--- config.mk ---
export PLATFORM = sky130hd
export DESIGN_NAME = hive_damage_ctrl
export DESIGN_NICKNAME = d
export VERILOG_FILES = /design/src/rtl/hive_damage_ctrl.sv
export SDC_FILE = /design/constraint.sdc
export NUM_CORES = 1
export LEC_CHECK = 0
export ABC_AREA = 1
export CAP_MARGIN = 40
export CORE_MARGIN = 2
export CORE_UTILIZATION = 50
export CTS_BUF_LIST = sky130_fd_sc_hd__clkbuf_4
export DETAILED_ROUTE_END_ITERATION = 10
export GPL_TIMING_DRIVEN = 0
export PLACE_DENSITY = 0.86
export SYNTH_ARGS = -nofsm -noshare
export SYNTH_HDL_FRONTEND = slang
export SYNTH_SLANG_ARGS = --single-unit
--- constraint.sdc ---
create_clock -name clk_pix -period 6.6 [get_ports clk_pix]
set_input_delay 1.32 -clock clk_pix [delete_from_list [all_inputs] [get_ports clk_pix]]
set_output_delay 1.32 -clock clk_pix [all_outputs]
set_load 0.01 [all_outputs]
--- src/rtl/hive_damage_ctrl.sv ---
// Erases a 3x3 patch of a hive sprite RAM around a bullet/bomb hit, writing only during vertical blank.
// Ack one cycle after req; first write two cycles after ack; pauses (holding its place) whenever vbl drops.
module hive_damage_ctrl #(
    parameter int         HIVE_W    = 56,
    parameter int         HIVE_H    = 39,
    parameter logic [7:0] ERASE_VAL = 8'h00
) (
    input  logic        clk_pix,
    input  logic        rst_pix,
    input  logic        vbl,
    input  logic        req_p,
    input  logic        req_b,
    input  logic [1:0]  hive_p,
    input  logic [1:0]  hive_b,
    input  logic [5:0]  hx_p,
    input  logic [5:0]  hx_b,
    input  logic [5:0]  hy_p,
    input  logic [5:0]  hy_b,
    output logic        ack_p,
    output logic        ack_b,
    output logic        ram_own,
    output logic        wr_en,
    output logic [3:0]  wr_hive,
    output logic [11:0] wr_addr,
    output logic [7:0]  wr_data,
    output logic        busy,
    output logic        done
);

    typedef enum logic [1:0] {
        IDLE       = 2'd0,
        WAIT_BLANK = 2'd1,
        ERASE      = 2'd2,
        DONE       = 2'd3
    } state_t;

    state_t state_q, state_d;

    logic [3:0]  idx_q, idx_d;
    logic        last_b_q, last_b_d;
    logic [1:0]  hive_q, hive_d;
    logic [5:0]  hx_q, hx_d;
    logic [5:0]  hy_q, hy_d;

    logic        ack_p_q, ack_p_d;
    logic        ack_b_q, ack_b_d;
    logic        ram_own_q, ram_own_d;
    logic        wr_en_q, wr_en_d;
    logic [3:0]  wr_hive_q, wr_hive_d;
    logic [11:0] wr_addr_q, wr_addr_d;
    logic [7:0]  wr_data_q;
    logic        busy_q, busy_d;
    logic        done_q, done_d;

    logic              grant;
    logic              grant_b;
    logic              visit;
    logic [1:0]        row;
    logic [1:0]        col;
    logic signed [7:0] x_s;
    logic signed [7:0] y_s;
    logic              in_bounds;
    logic [11:0]       cell_addr;

    // Round-robin only matters on a tie; a lone requester always wins.
    always_comb begin
        grant   = (state_q == IDLE) && (req_p || req_b);
        grant_b = (req_p && req_b) ? !last_b_q : req_b;
    end

    always_comb begin
        row = 2'd0;
        col = 2'd0;
        case (idx_q)
            4'd0: begin row = 2'd0; col = 2'd0; end
            4'd1: begin row = 2'd0; col = 2'd1; end
            4'd2: begin row = 2'd0; col = 2'd2; end
            4'd3: begin row = 2'd1; col = 2'd0; end
            4'd4: begin row = 2'd1; col = 2'd1; end
            4'd5: begin row = 2'd1; col = 2'd2; end
            4'd6: begin row = 2'd2; col = 2'd0; end
            4'd7: begin row = 2'd2; col = 2'd1; end
            4'd8: begin row = 2'd2; col = 2'd2; end
            default: begin row = 2'd0; col = 2'd0; end
        endcase
    end

    // Coordinates are signed so a hit at x=0/y=0 yields -1 and is clipped, not wrapped.
    always_comb begin
        x_s       = $signed({2'b00, hx_q}) + $signed({6'b000000, col}) - 8'sd1;
        y_s       = $signed({2'b00, hy_q}) + $signed({6'b000000, row}) - 8'sd1;
        in_bounds = !x_s[7] && (int'(x_s) < HIVE_W) &&
                    !y_s[7] && (int'(y_s) < HIVE_H);
        cell_addr = 12'(y_s[6:0]) * 12'(HIVE_W) + 12'(x_s[6:0]);
        visit     = (state_q == ERASE) && (idx_q < 4'd9) && vbl;
    end

    always_ff @(posedge clk_pix) begin
        if (rst_pix) begin
            state_q <= IDLE;
        end else begin
            state_q <= state_d;
        end
    end

    always_comb begin
        state_d = state_q;
        case (state_q)
            IDLE:       if (grant) state_d = WAIT_BLANK;
            WAIT_BLANK: if (vbl) state_d = ERASE;
            ERASE:      if (idx_q == 4'd9) state_d = DONE;
            DONE:       state_d = IDLE;
            default:    state_d = IDLE;
        endcase
    end

    always_comb begin
        ack_p_d   = grant && !grant_b;
        ack_b_d   = grant && grant_b;
        busy_d    = (state_d == WAIT_BLANK) || (state_d == ERASE);
        done_d    = (state_q == ERASE) && (idx_q == 4'd9);
        ram_own_d = visit;
        wr_en_d   = visit && in_bounds;
        wr_hive_d = wr_en_d ? (4'b0001 << hive_q) : 4'b0000;
        wr_addr_d = wr_en_d ? cell_addr : 12'd0;
    end

    always_comb begin
        idx_d    = idx_q;
        last_b_d = last_b_q;
        hive_d   = hive_q;
        hx_d     = hx_q;
        hy_d     = hy_q;
        if (grant) begin
            idx_d    = 4'd0;
            last_b_d = grant_b;
            hive_d   = grant_b ? hive_b : hive_p;
            hx_d     = grant_b ? hx_b : hx_p;
            hy_d     = grant_b ? hy_b : hy_p;
        end else if (visit) begin
            idx_d = idx_q + 4'd1;
        end
    end

    always_ff @(posedge clk_pix) begin
        if (rst_pix) begin
            idx_q     <= 4'd0;
            last_b_q  <= 1'b1;
            hive_q    <= 2'd0;
            hx_q      <= 6'd0;
            hy_q      <= 6'd0;
            ack_p_q   <= 1'b0;
            ack_b_q   <= 1'b0;
            ram_own_q <= 1'b0;
            wr_en_q   <= 1'b0;
            wr_hive_q <= 4'd0;
            wr_addr_q <= 12'd0;
            wr_data_q <= ERASE_VAL;
            busy_q    <= 1'b0;
            done_q    <= 1'b0;
        end else begin
            idx_q     <= idx_d;
            last_b_q  <= last_b_d;
            hive_q    <= hive_d;
            hx_q      <= hx_d;
            hy_q      <= hy_d;
            ack_p_q   <= ack_p_d;
            ack_b_q   <= ack_b_d;
            ram_own_q <= ram_own_d;
            wr_en_q   <= wr_en_d;
            wr_hive_q <= wr_hive_d;
            wr_addr_q <= wr_addr_d;
            wr_data_q <= ERASE_VAL;
            busy_q    <= busy_d;
            done_q    <= done_d;
        end
    end

    assign ack_p   = ack_p_q;
    assign ack_b   = ack_b_q;
    assign ram_own = ram_own_q;
    assign wr_en   = wr_en_q;
    assign wr_hive = wr_hive_q;
    assign wr_addr = wr_addr_q;
    assign wr_data = wr_data_q;
    assign busy    = busy_q;
    assign done    = done_q;

endmodule

==> results of run 1 <==
-- cell usage after synthesis --
master / instances
fa_1: 6
nor2_1: 16
inv_2: 2
a21oi_2: 2
a21o_1: 1
nor2_2: 8
nor2_4: 3
xnor2_1: 4
a31oi_1: 4
nand4_1: 9
o22a_1: 1
xor2_1: 2
or2_2: 2
nand2_1: 97
nand2_2: 6
a21oi_1: 14
conb_1: 1
nand3_1: 29
dfxtp_1: 47
nor3_2: 2
ha_1: 40
nand3_2: 1
o21ai_0: 7
o211ai_1: 10
or2_1: 1
nor3_1: 9
inv_1: 84
a22oi_1: 1
nand2_4: 1
o22ai_1: 1
nand4_4: 1
buf_4: 8
buf_2: 3
buf_1: 1
nand3b_1: 2
buf_6: 1
-- sequential cells by signal (all words and copies together), names as in the netlist --
signal and cells:
wr_addr 12, hx_q 6, hive_q 2, ack_b 1, wr_hive 4, state_q 2
busy 1, done 1, ram_own 1, row 2, hy_q 6, idx_q 4
last_b_q 1, col 2, wr_en 1, ack_p 1
-- metrics by stage --
stage	total power [mW]	instance area (um^2)	setup slack [ns]	std cells
global route	1.566	3896	2.012	573
finish	1.386	3896	2.313	573
global placement	1.198	3835	2.485	565
CTS	1.389	3896	2.307	573
floorplan	1.069	3198	2.694	434
detailed placement	1.243	3835	2.402	565
-- final timing paths --
check | from | end | depth (start not counted)
max | hy_q[1] | wr_addr[11] | 20
max reg2reg | hy_q[1] | wr_addr[11] | 20
min reg2reg | hive_q[1] | wr_hive[1] | 1
min | hive_q[1] | wr_hive[1] | 1
-- worst max-delay path: stages, from the launching register on --
cell and delay, ns:
dfxtp_1 0.37, inv_1 0.06, ha_1 0.27, inv_1 0.05, ha_1 0.23, fa_1 0.58
fa_1 0.58, ha_1 0.20, inv_1 0.08, fa_1 0.48, inv_1 0.04, ha_1 0.33
nand2_1 0.07, nor2_1 0.13, nor2_1 0.06, nor2_1 0.16, nand3_1 0.09, nor2_1 0.18
nand2_1 0.08, nor2_1 0.09, nor3_1 0.06
-- final cells by class --
class                           instances  area (um^2)
Multi-Input combinational cell        288         1844
Buffer                                 13        90.09
Fill cell                             527         2345
Sequential cell                        47        940.9
Inverter                               86        322.8
Timing Repair Buffer                   54        540.5
Tap cell                               77        96.34
Clock buffer                            6        45.04
Clock inverter                          2        16.27
-- logic make-up (layout without fill, tap and decap cells) --
logic type | count (synthesis) | after routing | synth area share
AND/OR/NAND/NOR | 187 | 187 | 0.2801
flip-flops | 47 | 47 | 0.2966
XOR/XNOR | 6 | 6 | 0.01657
other | 1 | 8 | 0.001182
adder cells (fa/ha/maj) | 46 | 46 | 0.1957
buffers and inverters | 99 | 161 | 0.1302
AO/OA/AOI/OAI | 41 | 41 | 0.07969
-- power by group through the flow --
stage	clock network (mW)	registers, mW	logic (mW)
after global placement	0	0.311	0.886
after floorplan	0	0.311	0.758
final	0.143	0.305	0.937
after CTS	0.146	0.305	0.937
after global routing	0.158	0.307	1.10
after detailed placement	0	0.312	0.931
-- routing by layer --
layer,routed length [um],global-route usage
met5,0,0
met4,126,0.08504
met3,298,0.02770
met2,3405,0.3775
met1,2765,0.2256
==> run metrics, run 1 <==
commonest non-fill, non-tap cell in the layout nand2_1; Peak Freq 233.3 MHz; dpl hpwl 5.473 mm; Bufs on Longest Clock Path 2; worst skew pair latency 0.37 ns; Setup Skew 0.02048 ns; Setup Total Neg Slack 0 ns; commonest cells after routing, fill and taps aside nand2_1 (97), inv_1 (84), clkdlybuf4s50_1 (54); post_cts resized 0; post-CTS setup buffers 0; slew margin rel. 0.6076; WHS 0.4661 ns; critical path data required time 6.86 ns; leak pwr 1.908 nW; grt total ovfl 0; Sequential Power Share 0.220; RSZ-0062 raised after global routing no; Worst setup SP type register; count of cell types in the netlist 36; routability cong. 0.9029; Synth Instances 427; FF+latch count, synth 47; Final setup viols 0; Worst Hold Class reg -> reg; clock sinks 47; DRC viols 0; Tot GR Track Use 0.2014; Net Sw Power 0.6766 mW; Worst Setup Path Type reg -> reg; status finished clean; Net count, final 574; Logic pwr share 0.676; Synth top area share 0.2966; I/O pins 63; pin count of the biggest net entering global routing 16; Vias/cell 4.914; Final Hold Vio Count 0; Die Area 6996 um^2; Starting Density 0.5082; Syn Area/Cell 7.428 um^2; Core Area 6241 um^2; routed wire length 6.596 mm; Worst Setup End Kind register; Max Slew Vio Count 0; sequential area share after synthesis 0.2966; DIE WIDTH 83.65 um; n_diodes 0; Post-DRT Antenna Nets 0; fin crit period 4.287 ns; CTS tree built; layout cells sized above 1 0.09677; Pwr Density 355.7 nW/um^2; WL per Instance 11.51 um; Iter 0 DRT Violations 135; R2R setup slack 2.31 ns; post-cts hold buffer count 0; vias in the first global route 2902; Pint 0.7091 mW; row count 29; Mapped Area 3172 um^2; VDD IR max 0.2702 mV; Clock Pin Slew Worst Setup and Hold Paths 0.15 ns; cell taking the most area after synthesis dfxtp_1; dominant cells by area after synthesis dfxtp_1 (30%), ha_1 (16%), nand2_1 (11%); fin util 0.6243; H-tree depth 2; Die Span Y 83.65 um; Ys Warns 0; Switching Fraction 0.4882; Tightest Pin Transition 0.5854 ns; crit path max fanout 5; Syn-to-layout area delta 22.84%; initial antenna violation count 0; clock root cell clkbuf_4; period utilisation layout 0.6495; Worst EP arrival 4.55 ns; Max Cap Viol 0; I/O Buffers 54; DR pass1 iterations 4; clock share of power 0.103; vias 2816; first-pass GRT wire length 11.75 mm; Num CTS Buffers 5
Note: power is estimated with default switching activity, not from simulation.
==> run 2, diff against run 1 <==
Settings changed: CORE_UTILIZATION 50 to 49, PLACE_DENSITY 0.86 to 0.87.
Clock period 6.6 ns to 3.7 ns, I/O delays scaled along.
==> run metrics, run 2 (synthesized netlist as in run 1, its figures left out) <==
routability cong. 0.8883; row count 29; # placed instances 565; leak pwr 1.993 nW; crit path max fanout 4; Worst Hold Class reg -> reg; clock sinks 47; worst skew pair latency 0.38 ns; Hold Crit Depth 1; dpl hpwl 5.460 mm; Vias/cell 4.993; pin count of the biggest net entering global routing 17; critical path data required time 4.02 ns; Die Span Y 84.46 um; Worst Setup Path Type reg -> reg; Max Slew Vio Count 0; CTS tree built; routed wire length 7.326 mm; post-cts hold buffer count 0; Worst EP arrival 4.13 ns; VDD IR max 0.7110 mV; Iter 0 DRT Violations 145; Core Area 6314 um^2; WL per Instance 12.57 um; status finished, violations left; Setup Skew 0.006926 ns; PnR worst setup slack -0.1137 ns; Tot GR Track Use 0.2143; Worst Reg-to-Reg Cells 19; slew margin rel. 0.5428; vias in the first global route 2937; initial antenna violation count 0; Final setup viols 2; fin crit period 3.814 ns; Worst setup SP type register; commonest non-fill, non-tap cell in the layout nand2_1; max reg flops 12; clock root cell clkbuf_4; Die Area 7133 um^2; commonest cells after routing, fill and taps aside nand2_1 (87), inv_1 (79), clkdlybuf4s50_1 (54); failing checks setup timing; Fillers 502; I/O pins 63; multi-input combinational cell area 1969 um^2; DR pass1 iterations 4; Starting Density 0.5024; Max Cap Viol 0; RSZ-0062 raised after global routing yes; vias 2911; Bufs on Longest Clock Path 2; layout cells sized above 1 0.1700; grt total ovfl 0; Syn-to-layout area delta 29.66%; Clock Pin Slew Worst Setup and Hold Paths 0.16 ns; Final Hold Vio Count 0; Pwr Density 751.8 nW/um^2; Peak Freq 262.2 MHz; Num CTS Buffers 5; first-pass GRT wire length 12.54 mm; Net count, final 584; Worst Setup End Kind register; H-tree depth 2; DP Worst Slack -0.2826 ns; n_diodes 0; I/O Buffers 54; DIE WIDTH 84.46 um; Post-DRT Antenna Nets 0; Tightest Pin Transition 0.6821 ns; period utilisation layout 1.031; Final Non-Filler Cells 583; DRC viols 0; register area 943.4 um^2
## run 2: cell count changes in the layout (fill, tap and decap cells not counted), sizes merged
| cell | before | now |
|---|---|---|
| clkbuf | 6 | 5 |
| clkinv | 0 | 1 |
| inv | 87 | 88 |
| clkinvlp | 1 | 0 |
| buf | 13 | 23 |
## run 2: final timing paths
path | slack [ns] | endpoint | startpoint
worst min register to register | 0.46 | wr_hive[1] | hive_q[1]
worst min-delay path | 0.46 | wr_hive[1] | hive_q[1]
worst max register to register | -0.11 | wr_addr[11] | hy_q[1]
worst max-delay path | -0.11 | wr_addr[11] | hy_q[1]
## run 2: per-layer routing
metal,up-vias,global-route usage,wire length [um]
met3,8,0.03736,381
li1,1498,-,-
met1,1324,0.2558,3121
met2,81,0.3925,3736
met5,-,0,0
met4,0,0.06349,87
## run 2: report_power, final
group / leakage [nW] / switching (mW) / internal [mW]
logic: 1.57 / 1.34 / 0.939
registers: 0.384 / 0.0142 / 0.531
clock network: 0.0360 / 0.192 / 0.0785
## run 2: metrics by stage
stage,total power [mW],cell area (um^2),setup TNS [ns],utilization,hold WS (ns)
4_1_cts,2.703,4016,-0.07956,0.6361,0.4571
5_1_grt,3.429,4113,-0.6924,0.6514,0.4828
6_report,3.092,4113,-0.1312,0.6514,0.4555
2_1_floorplan,1.957,3231,-0.01489,-,0.4211
3_5_place_dp,2.292,3867,-0.4200,0.6126,0.4369
3_3_place_gp,2.200,3867,-0.2619,0.6126,0.4280
## run 2: repair_timing
action / CTS / global route
setup endpoints to repair: 3 / 5
pin swaps: 12 / 10
setup buffers: 7 / 4
gates resized for setup: 9 / 22
gates cloned: 0 / 0
## run 2: area by class of cell
| type | count | area share |
|---|---|---|
| timing repair buffer | 64 | 0.1527 |
| buffer | 13 | 0.02190 |
| inverter | 86 | 0.07910 |
| clock inverter | 3 | 0.005476 |
| multi-input combinational | 288 | 0.4789 |
| tap | 77 | 0.02343 |
| clock buffer | 5 | 0.009127 |
| sequential | 47 | 0.2294 |
## run 2: critical path: stages (launching register included)
cell,delay [ns]
dfxtp_2,0.37
inv_2,0.05
ha_4,0.27
inv_4,0.04
ha_4,0.16
fa_2,0.49
buf_12,0.15
fa_1,0.54
inv_2,0.05
fa_1,0.54
inv_2,0.05
ha_4,0.29
nand2_4,0.06
nor2_4,0.10
nor2_2,0.05
nor2_2,0.10
nand3_1,0.09
nor2_2,0.13
a21oi_1,0.08
nor3_1,0.17
==> RTL change 1 (config.mk and constraints of run 2) <==
Take the reset off `hx_q` and load it in a clocked block of its own.
--- a/src/rtl/hive_damage_ctrl.sv
+++ b/src/rtl/hive_damage_ctrl.sv
@@ -147,7 +147,6 @@
             idx_q     <= 4'd0;
             last_b_q  <= 1'b1;
             hive_q    <= 2'd0;
-            hx_q      <= 6'd0;
             hy_q      <= 6'd0;
             ack_p_q   <= 1'b0;
             ack_b_q   <= 1'b0;
@@ -162,7 +161,6 @@
             idx_q     <= idx_d;
             last_b_q  <= last_b_d;
             hive_q    <= hive_d;
-            hx_q      <= hx_d;
             hy_q      <= hy_d;
             ack_p_q   <= ack_p_d;
             ack_b_q   <= ack_b_d;
@@ -174,6 +172,10 @@
             busy_q    <= busy_d;
             done_q    <= done_d;
         end
+    end
+
+    always_ff @(posedge clk_pix) begin
+        hx_q <= hx_d;
     end
 
     assign ack_p   = ack_p_q;
Behaviour: no difference found for any inputs over 4 cycles, from zero or initial values and one cycle with rst_pix high; that may be too few to reach the edited logic, so the function may still have changed.
==> RTL change 1 against run 2 <==
- the flow still finishes with violations (negative setup slack)
- non-clock buffer count stayed put
- setup slack lost 0.022 ns
- clock power is 9.6% lower
- routed wire length down 8.6%
- critical path depth did not move
- cell area is 0.15% lower
- synthesized cell count down 1.4%
- global-route usage is 2.7 points lower
- power decreased by 1.5%
- synthesized area is 0.39% lower
- sequential cell count did not move
- highest routed layer unchanged
==> RTL change 1: results (changes against run 2) <==
status: complete, but fails checks
slowest stage delay, CP: 0.50 ns (-0.04 ns)
first-pass GRT wire length: 11,100 um (-12%)
worst hold endpoint: wr_hive[2]$_SDFF_PP0_
maximum vdd drop: 0.608 mV (-14%)
FF-to-FF End: wr_addr[10]$_SDFF_PP0_
Final setup viols: 2 (unchanged)
Pre-Repair DR Iteration Count: 5 (+1)
violated checks: negative setup slack
H-tree depth: 2 (unchanged)
Root Buffer Master: clkbuf_4
Hold WC Path Type: reg2reg
Final HPWL DP: 4980 um (-8.7%)
total negative slack: -0.230 ns (-0.0987 ns)
share of cells above drive strength 1: 0.171 (+0.000674)
crit path max fanout: 3 (-1)
Netlist cell types: 34 (-5.6%)
Post-Place Cells: 559 (-1.1%)
number of synthesized flops with an enable pin: 6 (+6)
Critical Path End: wr_addr[10]$_SDFF_PP0_
total track usage: 0.187 (-0.0273)
WHS: 0.483 ns (+0.0279 ns)
drt wl/cell: 11.5 um (-8.3%)
Avg Cell Area, Syn: 7.50 sq um (+1.0%)
vias in the first global route: 2,744 (-6.6%)
# fillers: 508 (+1.2%)
Seq/Total Area, Yosys: 0.317 (+0.0202)
via count: 2,829 (-2.8%)
Placed Instance Area: 3850 sq um (-0.39%)
gpl congestion: 0.848 (-4.5%)
starting DRC count in detailed routing: 75 (-48%)
largest cells by area after synthesis: dfxtp_1 26%, ha_1 16%, nand2_1 12%, inv_1 10%, edfxtp_1 5.7%
clk_lat worst skew: 0.37 ns
clk_skew: 0.0227 ns (+0.0158 ns)
Final nets: 582 (-0.34%)
fin worst setup slack: -0.135 ns (-0.0215 ns)
largest net degree at the start of global routing: 16 (-1)
RTL change 1: cell types whose count changed in the layout (fill, tap and decap cells not counted), moves of 4 or more:
cell	before	now
dfxtp_1	45	39
buf_4	17	21
nand2_1	87	97
edfxtp_1	0	6
RTL change 1: routing by layer:
metal	vias to the layer above	GRT usage	part of all wire	routed length [um]
li1	1466	-	-	-
met1	1278	0.207	0.42	2780
met2	72	0.355	0.53	3520
met3	13	0.0354	0.039	258
met4	0	0.0630	0.020	132
met5	-	0	0	0
RTL change 1: layout make-up:
class                      instances  area [sq um]  area share
tap                               77          96.3      0.0235
multi-input combinational        282          1890       0.460
buffer                             9          71.3      0.0174
inverter                          90           340      0.0829
clock buffer                       5          37.5     0.00914
clock inverter                     3          17.5     0.00427
sequential                        47          1000       0.244
timing repair buffer              68           649       0.158
RTL change 1: worst register-to-register path, delay by kind of cell (launching register included):
family | cells | cell delay (ns)
compound gates | 1 | 0.15
fa+ha+maj | 7 | 2.38
buf+inv | 6 | 0.39
flops | 1 | 0.35
simple gates | 5 | 0.48
RTL change 1: kinds of logic (layout without fill, tap and decap cells):
logic type	Yosys count	after routing	synth area share
flip-flops	47	47	0.317
buffers and inverters	99	175	0.130
XOR/XNOR	7	7	0.0194
other	1	8	0.00119
adder cells (fa/ha/maj)	46	46	0.196
AO/OA/AOI/OAI	31	31	0.0606
AND/OR/NAND/NOR	190	190	0.276
RTL change 1: power breakdown:
group          switching [mW]  internal [mW]
Sequential             0.0136          0.545
Clock                   0.170         0.0736
Combinational            1.29          0.952
Total                    1.47           1.57
RTL change 1: timing repair:
action	CTS	global route
hold endpoints to repair	0	0
gates cloned	0	0
gates resized for setup	6	25
setup endpoints to repair	2	5
setup buffers	8	7
pin swaps	3	14
==> RTL change 2 (config.mk and constraints of run 2) <==
Without the edit above. `HIVE_H`: 39 -> 19.
--- a/src/rtl/hive_damage_ctrl.sv
+++ b/src/rtl/hive_damage_ctrl.sv
@@ -2,7 +2,7 @@
 // Ack one cycle after req; first write two cycles after ack; pauses (holding its place) whenever vbl drops.
 module hive_damage_ctrl #(
     parameter int         HIVE_W    = 56,
-    parameter int         HIVE_H    = 39,
+    parameter int         HIVE_H    = 19,
     parameter logic [7:0] ERASE_VAL = 8'h00
 ) (
     input  logic        clk_pix,
Formal check against the unedited RTL: not equivalent (a bounded check fails within 4 cycles, from zero or initial values and one cycle with rst_pix high).
==> RTL change 2 against run 2 <==
- the run still ends with negative setup slack left
- synthesized area up 0.20%
- synthesized cell count unchanged
- clock power down 3%
- sequential cell count unchanged
- non-clock buffer count up 2
- power up 11%
- die area up 0.19%
- routed wire length up 0.53%
- cell area up 0.79%
- combinational power up 14%
- setup slack better by 0.064 ns
- largest power group unchanged
==> RTL change 2: results (changes against run 2) <==
status: complete, but fails checks
violated checks: negative setup slack
largest cells by area after synthesis: dfxtp_1 30%, ha_1 16%, nand2_1 11%, inv_1 9.7%, nand3_1 4.4%
IO Port Bufs: 53 (-1.9%)
Arrival @ worst endpoint: 4.05 ns (-0.08 ns)
top cell types by occurrence after synthesis: 95 x nand2_1, 82 x inv_1, 47 x dfxtp_1
largest net degree at the start of global routing: 16 (-1)
max FFs per register: 12 (unchanged)
Seq/Total Area, Yosys: 0.296 (-0.000584)
Placed Instance Area: 3860 sq um (about the same)
worst slew pin tran: 0.658 ns (-0.0238 ns)
gpl congestion: 0.905 (+1.9%)
met2 WL: 3840 um (+2.7%)
R2R Path Start: hy_q[1]$_SDFFE_PP0P_
WL final: 7370 um (+0.53%)
Post-CTS Setup Inserts: 10 (+3)
share of cells above drive strength 1: 0.200 (+0.0304)
worst hold endpoint: wr_hive[1]$_SDFF_PP0_
post-synthesis compound-gate area fraction: 0.0776 (-0.00213)
Synth Flop Type: dfxtp_1
dpl ws: -0.248 ns (+0.0351 ns)
first-pass GRT wire length: 11,900 um (-5.0%)
drt via density: 5.04 (+0.96%)
Post-Place Cells: 564 (-0.18%)
vias in the first global route: 2,875 (-2.1%)
Critical Path End: wr_addr[9]$_SDFF_PP0_
R2R depth: 22 (+3)
WHS: 0.470 ns (+0.0147 ns)
Pleak: 2.00 nW (+0.43%)
Adder-Cell Fraction of Synth Area: 0.195 (-0.000385)
total negative slack: -0.0781 ns (+0.0530 ns)
Final setup viols: 2 (unchanged)
Finished Layout Cells: 586 (+0.51%)
Met1 Wirelength: 3100 um (-0.61%)
routed length on met3: 269 um (-29%)
worst setup path startpoint: hy_q[1]$_SDFFE_PP0P_
Hold WC Path Type: reg2reg
fin worst setup slack: -0.0495 ns (+0.0642 ns)
starting DRC count in detailed routing: 178 (+23%)
total track usage: 0.202 (-0.0123)
crit path max fanout: 3 (-1)
maximum vdd drop: 0.853 mV (+20%)
post-CTS sizing: 10 (+1)
XOR/XNOR Fraction of Synth Area: 0.0299 (+0.0134)
R2R setup slack: -0.05 ns (+0.06 ns)
Final HPWL DP: 5560 um (+1.8%)
# fillers: 507 (+1.0%)
clk_skew: 0.0143 ns (+0.00738 ns)
## RTL change 2: power breakdown
part	switching (mW)	total, mW	internal (mW)	leakage [nW]
registers	0.0155	0.548	0.533	0.384
clock network	0.178	0.263	0.0846	0.0323
logic	1.48	2.61	1.12	1.59
total	1.68	3.42	1.74	2.00
## RTL change 2: layout make-up
cell class | count | area (sq um) | share of cell area
multi-input cells | 285 | 1970 | 0.475
flip-flops and latches | 47 | 945 | 0.228
repair buffers | 67 | 639 | 0.154
inverters | 90 | 342 | 0.0824
well taps | 77 | 96.3 | 0.0232
plain buffers | 12 | 92.6 | 0.0223
clock buffers | 6 | 45.0 | 0.0109
clock inverters | 2 | 16.3 | 0.00392
## RTL change 2: layer usage
metal	vias to the layer above	global-route usage
met5	-	0
met4	0	0.0620
met2	73	0.381
met3	21	0.0354
met1	1367	0.230
li1	1493	-
